$ cat src/rtl/frame_symbol_tx.sv
// frame_symbol_tx: serialises payload bytes into framed 2-bit line symbols.
// Optional per-byte even-parity symbol when FRAME_TX_PARITY_EN is defined.
module frame_symbol_tx #(
  parameter int MAX_BYTES = 16,
  parameter int GAP_SYMS  = 2
) (
  input  logic       clk,
  input  logic       reset,
  input  logic [7:0] in_data,
  input  logic       in_valid,
  input  logic       in_last,
  output logic       in_ready,
  output logic [1:0] g,
  output logic       busy,
  output logic       underrun
);

  localparam int CW = $clog2(MAX_BYTES + 1);
  localparam logic [CW-1:0] MAXB = CW'(MAX_BYTES);
  localparam logic [3:0] GAP_LAST = 4'(GAP_SYMS - 1);
`ifdef FRAME_TX_PARITY_EN
  localparam logic [3:0] LAST_IDX = 4'd8;
`else
  localparam logic [3:0] LAST_IDX = 4'd7;
`endif

  typedef enum logic [2:0] {
    S_IDLE,
    S_PRE,
    S_DATA,
    S_POST,
    S_GAP
  } state_t;

  state_t        r_state;
  logic [3:0]    r_ph;
  logic [7:0]    r_shift;
  logic          r_cur_last;
  logic [7:0]    r_hold;
  logic          r_hold_full;
  logic          r_hold_last;
  logic [CW-1:0] r_cnt;
  logic          r_cut;
  logic [1:0]    r_g;
  logic          r_busy;
  logic          r_under;

  logic          w_room;
  logic          w_ready;
  logic          w_accept;
  logic [CW-1:0] w_cnt_inc;
  logic          w_acc_last;
  logic [1:0]    w_sym;

  // Handshake qualification; a byte counts as last when flagged or when it fills the frame.
  always_comb begin
    w_room     = !r_hold_full && !r_cur_last && (r_cnt < MAXB);
    w_ready    = reset &&
                 ((r_state == S_IDLE) || ((r_state == S_DATA) && w_room));
    w_accept   = in_valid && w_ready;
    w_cnt_inc  = r_cnt + 1'b1;
    w_acc_last = in_last || (w_cnt_inc == MAXB);
  end

  // Symbol for the current state/phase; registered into g on the next edge.
  always_comb begin
    w_sym = 2'b00;
    unique case (r_state)
      S_PRE:   w_sym = (r_ph == 4'd0) ? 2'b01 : 2'b00;
      S_DATA:  w_sym = {1'b0, r_shift[r_ph[2:0]]};
      S_POST:  w_sym = ((r_ph == 4'd0) || (r_ph == 4'd3)) ? 2'b11 : 2'b00;
      default: w_sym = 2'b00;
    endcase
`ifdef FRAME_TX_PARITY_EN
    if ((r_state == S_DATA) && (r_ph == 4'd8))
      w_sym = {1'b0, ^r_shift};
`endif
  end

  // Framing FSM with registered line symbol, busy and underrun.
  always_ff @(posedge clk) begin
    if (!reset) begin
      r_state     <= S_IDLE;
      r_ph        <= 4'd0;
      r_shift     <= 8'd0;
      r_cur_last  <= 1'b0;
      r_hold      <= 8'd0;
      r_hold_full <= 1'b0;
      r_hold_last <= 1'b0;
      r_cnt       <= '0;
      r_cut       <= 1'b0;
      r_g         <= 2'b00;
      r_busy      <= 1'b0;
      r_under     <= 1'b0;
    end else begin
      r_g     <= w_sym;
      r_under <= 1'b0;
      unique case (r_state)
        S_IDLE: begin
          if (w_accept) begin
            r_shift    <= in_data;
            r_cur_last <= w_acc_last;
            r_cnt      <= w_cnt_inc;
            r_ph       <= 4'd0;
            r_state    <= S_PRE;
            r_busy     <= 1'b1;
          end
        end
        S_PRE: begin
          if (r_ph == 4'd3) begin
            r_ph    <= 4'd0;
            r_state <= S_DATA;
          end else begin
            r_ph <= r_ph + 4'd1;
          end
        end
        S_DATA: begin
          if (r_ph == LAST_IDX) begin
            r_ph <= 4'd0;
            if (r_cur_last) begin
              r_state <= S_POST;
              r_cut   <= 1'b0;
            end else if (r_hold_full) begin
              r_shift     <= r_hold;
              r_cur_last  <= r_hold_last;
              r_hold_full <= 1'b0;
            end else if (w_accept) begin
              r_shift    <= in_data;
              r_cur_last <= w_acc_last;
              r_cnt      <= w_cnt_inc;
            end else begin
              r_state <= S_POST;
              r_cut   <= 1'b1;
            end
          end else begin
            r_ph <= r_ph + 4'd1;
            if (w_accept) begin
              r_hold      <= in_data;
              r_hold_full <= 1'b1;
              r_hold_last <= w_acc_last;
              r_cnt       <= w_cnt_inc;
            end
          end
        end
        S_POST: begin
          if (r_ph == 4'd0)
            r_under <= r_cut;
          if (r_ph == 4'd3) begin
            r_ph        <= 4'd0;
            r_state     <= S_GAP;
            r_cnt       <= '0;
            r_hold_full <= 1'b0;
            r_hold_last <= 1'b0;
            r_cur_last  <= 1'b0;
            r_cut       <= 1'b0;
          end else begin
            r_ph <= r_ph + 4'd1;
          end
        end
        S_GAP: begin
          if (r_ph == GAP_LAST) begin
            r_ph    <= 4'd0;
            r_state <= S_IDLE;
            r_busy  <= 1'b0;
          end else begin
            r_ph <= r_ph + 4'd1;
          end
        end
        default: begin
          r_state <= S_IDLE;
          r_busy  <= 1'b0;
        end
      endcase
    end
  end

  assign in_ready = w_ready;
  assign g        = r_g;
  assign busy     = r_busy;
  assign underrun = r_under;

endmodule
$ cat config.mk
export PLATFORM = sky130hd
export DESIGN_NAME = frame_symbol_tx
export DESIGN_NICKNAME = d
export VERILOG_FILES = /design/src/rtl/frame_symbol_tx.sv
export SDC_FILE = /design/constraint.sdc
export NUM_CORES = 1
export LEC_CHECK = 0
export ABC_AREA = 0
export CELL_PAD_IN_SITES_DETAIL_PLACEMENT = 0
export CELL_PAD_IN_SITES_GLOBAL_PLACEMENT = 1
export CORE_ASPECT_RATIO = 1.75
export CORE_UTILIZATION = 48
export CTS_CLUSTER_DIAMETER = 100
export CTS_CLUSTER_SIZE = 25
export DETAILED_ROUTE_END_ITERATION = 16
export DONT_BUFFER_PORTS = 1
export HOLD_SLACK_MARGIN = 0.08
export PLACE_DENSITY_LB_ADDON = 0.08
export SYNTH_ARGS = -nofsm -noshare
export SYNTH_HDL_FRONTEND = slang
export SYNTH_SLANG_ARGS = --single-unit
export TNS_END_PERCENT = 10
$ cat constraint.sdc
create_clock -name clk -period 2.2 [get_ports clk]
set_input_delay 0.55 -clock clk [delete_from_list [all_inputs] [get_ports clk]]
set_output_delay 0.55 -clock clk [all_outputs]
set_load 0.01 [all_outputs]
After elaboration in Yosys (flattened, before gate mapping)
Cells that the tools add are included.
Cells by class
  add/sub/neg operators: 2
  magnitude comparators: 2
  eq/ne operators: 21
  mux-type cells: 50
  bitwise logic cells: 2
  reductions and logical operators: 29
Operators by type and width (count)
  $mux W8: 4
  $mux W5: 5
  $mux W3: 8
  $mux W1: 17
  $mux W4: 4
  $pmux W4 S4: 1
  $pmux W8 S2: 1
  $reduce_and A4 Y1: 4
  $pmux W3 S5: 1
  $pmux W5 S3: 1
  $ne A2 B2 Y1 const B: 7
  $ne A3 B3 Y1 const B: 4
  $reduce_and A3 Y1: 4
  $reduce_and A7 Y1: 1
  $eq A3 B2 Y1 const B: 2
  $pmux W1 S2: 3
  $pmux W1 S3: 2
  $pmux W2 S3: 1
  $add A5 B1 Y5 const B: 1
  $eq A5 B5 Y1 const B: 1
  $logic_and A1 B1 Y1: 5
  $lt A5 B5 Y1 const B: 1
  $reduce_and A5 Y1: 1
  $add A4 B1 Y4 const B: 1
  other kinds (21): 26
Storage, ports and cells
  register bits: 36
  bits of input ports: 12
  output and inout bits: 5
  logic and storage cells: 118

Longest topological paths before layout
  depth after elaboration: 12
  depth in mapped cells: 6
  depth with buffers taken out: 6

Least setup slack after synthesis
OpenSTA, ideal clock, no wires.
  kind: input-to-output
  start: in reset
  end: out in_ready
  arrival: 1.218 ns
  required time: 1.650 ns
  path slack: 0.432 ns
  stages: 3
  buffers on the path: 2
  cells stage by stage: buf_2 > clkbuf_1 > and3_1
Between the ends
  word-level cells in the longest chain between the ends: 1
RTL lines
  start: declaration: RTL line 8  | input logic reset,
  $logic_and A1 B1 Y1: RTL line 58  | w_ready = reset &&
  end: declaration: RTL line 12  | output logic in_ready,
No other way between the ends.

Worst setup path in the final report
  start: reg r_state[1]
  end: reg r_shift[7]
Between the ends
  word-level cells in the longest chain between the ends: 10
  elaborated cells on any way between the ends: 15
  those cells by class: eq/ne: 3; mux: 5; reduce/logical: 7
RTL lines
  start: declaration: RTL line 35  | state_t r_state;
  start signal: assignment: RTL line 83  | r_state <= S_IDLE;
  start signal: assignment: RTL line 105  | r_state <= S_PRE;
  start signal: assignment: RTL line 112  | r_state <= S_DATA;
  $eq A3 B2 Y1: RTL line 59, 98
  $logic_and A1 B1 Y1: RTL line 59  | ((r_state == S_IDLE) || ((r_state == S_DATA) && w_room));
  $logic_or A1 B1 Y1: RTL line 59
  $logic_and A1 B1 Y1: RTL line 58
  $logic_and A1 B1 Y1: RTL line 60  | w_accept = in_valid && w_ready;
  $mux W8 (4 in a row)
  $pmux W8 S2: RTL line 98  | unique case (r_state)
  end signal: assignment: RTL line 101  | r_shift <= in_data;
  end signal: assignment: RTL line 124  | r_shift <= r_hold;
  end signal: assignment: RTL line 128  | r_shift <= in_data;
  end: declaration: RTL line 37  | logic [7:0] r_shift;
Parallel ways exist; a longest one is shown, timed or not. The select of a mux whose other input is x is not followed.
A chain may end at the register's enable or synchronous reset.

==> metrics.cfg <==
[clock_tree]
clkSlewWorstSetupHoldPaths_ps=80
cts.hold.buffers_added=0
clockRootBuffer=clkbuf_8
insertion_delay_ps=300
cts_setup_buffers=0
cts_buffers=5
cts_sinks=36
cts_resized=0
cts_tree=done
htreeDepth=2
cts_max_path_buffers=2

[setup_path]
rr_endpoint=r_shift[7]
r2r_start=r_state[1]
crit_fanout=16
setup.worst_path.start=r_state[1]
setup.worst_path.class=flip-flop to flip-flop
start_kind=flip-flop
critPathCaptureType=flip-flop
reg2reg_depth=4
cp.arrival_ps=2220
crit_end=r_shift[7]
rrSetupSlack_ps=210
cp.required_ps=2430

[final_layout]
fillCellCount=384
syn2layout_area_growth_pct=8.52
antenna_cells=0
fin_cells=296
drive_gt1_frac=0.138
final_nets=262

[route]
drt_wl_total_mm=5.31
first_pass_iters=4
vias_per_cell=6.41
wl_met1_mm=2.18
highest_layer=met4
drc=0
wl_met3_um=172
wl_per_cell_um=17.9
drtIter0Drc=46
vias=1897
drtAntennaViolNets=0
wl_met2_mm=2.84

[power_and_ir_drop]
powerDensity_mw_per_mm2=754
p_leak_nw=0.832
internal_power_mw=1.33
p_clk_frac=0.473
power_frac_seq=0.405
max-vdd-ir-drop_mv=0.496
switching_share=0.240
switchingPower_uw=421
combinationalPowerShare=0.122

[job]
drv_cap=0

[yosys]
synth-compound-area-share=0.285
synth_top_area_cell=dfxtp_1
synth_top_family_by_area=compound AO/OA/AOI/OAI gates
avgSynthCellArea_um2=8.68
ys_seq_elements=36
synthCells=247
synth_top_area_frac=0.336
synthAdderAreaFrac=0.0234
synth-xor-area-share=0.0123
synth_area_mm2=0.00214
syn-num-nets=263
synth_area_leaders=dfxtp_1, a21oi_1, o21ai_0
synth_flop_cell=dfxtp_1
ys_seq_area_frac=0.336
yosys.cell_count.top_type=dfxtp_1
yosysWarnings=0
netlist_top_cells_count=dfxtp_1, a21oi_1, o21ai_0
synth_mux_area_frac=0.0683
ys_types=57
synth-simple-area-share=0.203
postSynth.asyncResetShare=0
synth_edf_count=0

[global_routing]
antenna_found_initial=0
grt_pass1_wl_mm=8.69
grt_pass1_vias=1847
grt_max_degree=20
grt_use_total=0.243
gr-total-overflow=0

[sta]
fin_crit_sh=0.903
rsz0062_at_grt=no
fin_crit_ps=1990
worst_pin_slew_ps=606
setup_violations=0
slew_violations=0
max_slew_margin=0.586
hold_violations=0
clock.fmax_mhz=504
setup_tns_ps=0
clock_skew_ps=8.55

[floorplan]
io_pins=17
dieHeight_um=90.4
rows=31
die_area_mm2=0.00475
core_area_mm2=0.00419
start_util=0.512
chipWidth_um=52.5

[placement]
gp_congestion=0.870
io_buffers=0
dp.cells=288
hpwl_mm=3.87

[min_path]
hold_path_depth=2
hp-class=input pin to flip-flop

[outcome]
outcome=complete, no violations

[metrics by stage]
stage / power (mW) / utilization / setup WS, ps / hold slack, ps / area [um2]
floorplan: 0.896 / - / 432 / 410 / 2140
global placement: 0.929 / 0.517 / 385 / 419 / 2170
detailed placement: 0.937 / 0.517 / 245 / 423 / 2170
CTS: 1.76 / 0.555 / 213 / 385 / 2330
global route: 1.83 / 0.555 / 61.1 / 375 / 2330
finish: 1.75 / 0.555 / 214 / 391 / 2330
[how the worst min path moves through the flow]
stage / from / end / slack, ps
floorplan: r_cut / underrun / 410
finish: in_data[0] / r_hold[0] / 390
CTS: reset / r_cnt[4] / 380
detailed placement: r_cut / underrun / 420
global route: reset / r_cnt[4] / 370
global placement: r_cut / underrun / 420
[critical path, cell delays in order, from the launching register on]
cell     delay (ps)
dfxtp_1         640
or3b_4          470
o21ai_2         470
o21ai_0         190
a21oi_1         150
[flip-flops by register name (all words and copies together), names as in the netlist]
signal / count
r_hold: 8
r_shift: 8
r_cnt: 5
r_ph: 4
r_state: 3
g: 2
busy: 1
r_cur_last: 1
r_cut: 1
r_hold_full: 1
r_hold_last: 1
underrun: 1
[layout by cell type (no fill, tap or decap), drive strengths merged, types with 2 or more instances in the layout]
master | synthesis | layout
a2111oi | 2 | 2
a211oi | 5 | 5
a21o | 4 | 4
a21oi | 29 | 29
a31oi | 4 | 4
a32o | 3 | 3
and3 | 3 | 3
and3b | 2 | 2
buf | 12 | 11
bufinv | 0 | 3
clkbuf | 7 | 5
dfxtp | 36 | 36
ha | 4 | 4
inv | 8 | 8
mux2i | 9 | 9
mux4 | 2 | 2
nand2 | 10 | 10
nand3 | 16 | 16
nand4b | 2 | 2
nor2 | 12 | 12
nor2b | 2 | 2
nor3 | 7 | 7
nor3b | 5 | 5
o211ai | 3 | 3
o21a | 2 | 2
o21ai | 24 | 24
o31ai | 3 | 3
or2 | 2 | 2
or3 | 8 | 8
xnor2 | 2 | 2
[cell type report]
| type | count | area (um2) | share of cell area |
|---|---|---|---|
| inverters | 9 | 33.8 | 0.0145 |
| clock buffers | 5 | 68.8 | 0.0296 |
| multi-input cells | 183 | 1270 | 0.545 |
| flip-flops and latches | 36 | 721 | 0.310 |
| repair buffers | 11 | 82.6 | 0.0355 |
| clock inverters | 3 | 90.1 | 0.0387 |
| well taps | 49 | 61.3 | 0.0264 |
[per-layer routing]
layer  track usage  up-vias
met1         0.273      930
met3        0.0539       10
met4        0.0965        0
met5             0        -
met2         0.421       43
li1              -      914
[power by group through the flow]
stage	combinational, mW	sequential, mW	clock [mW]
floorplan	0.183	0.713	0
global placement	0.207	0.723	0
detailed placement	0.212	0.725	0
CTS	0.214	0.709	0.840
global route	0.235	0.713	0.877
finish	0.214	0.709	0.830
[logic make-up after synthesis]
family	count (synthesis)
AOI/OAI and AO/OA	89
xor gates and xnor gates	3
adders and majority gates	4
buffers and inverters	28
DFF	36
muxes	12
and+or+nand+nor	75
Power figures use the tool's default switching activity.
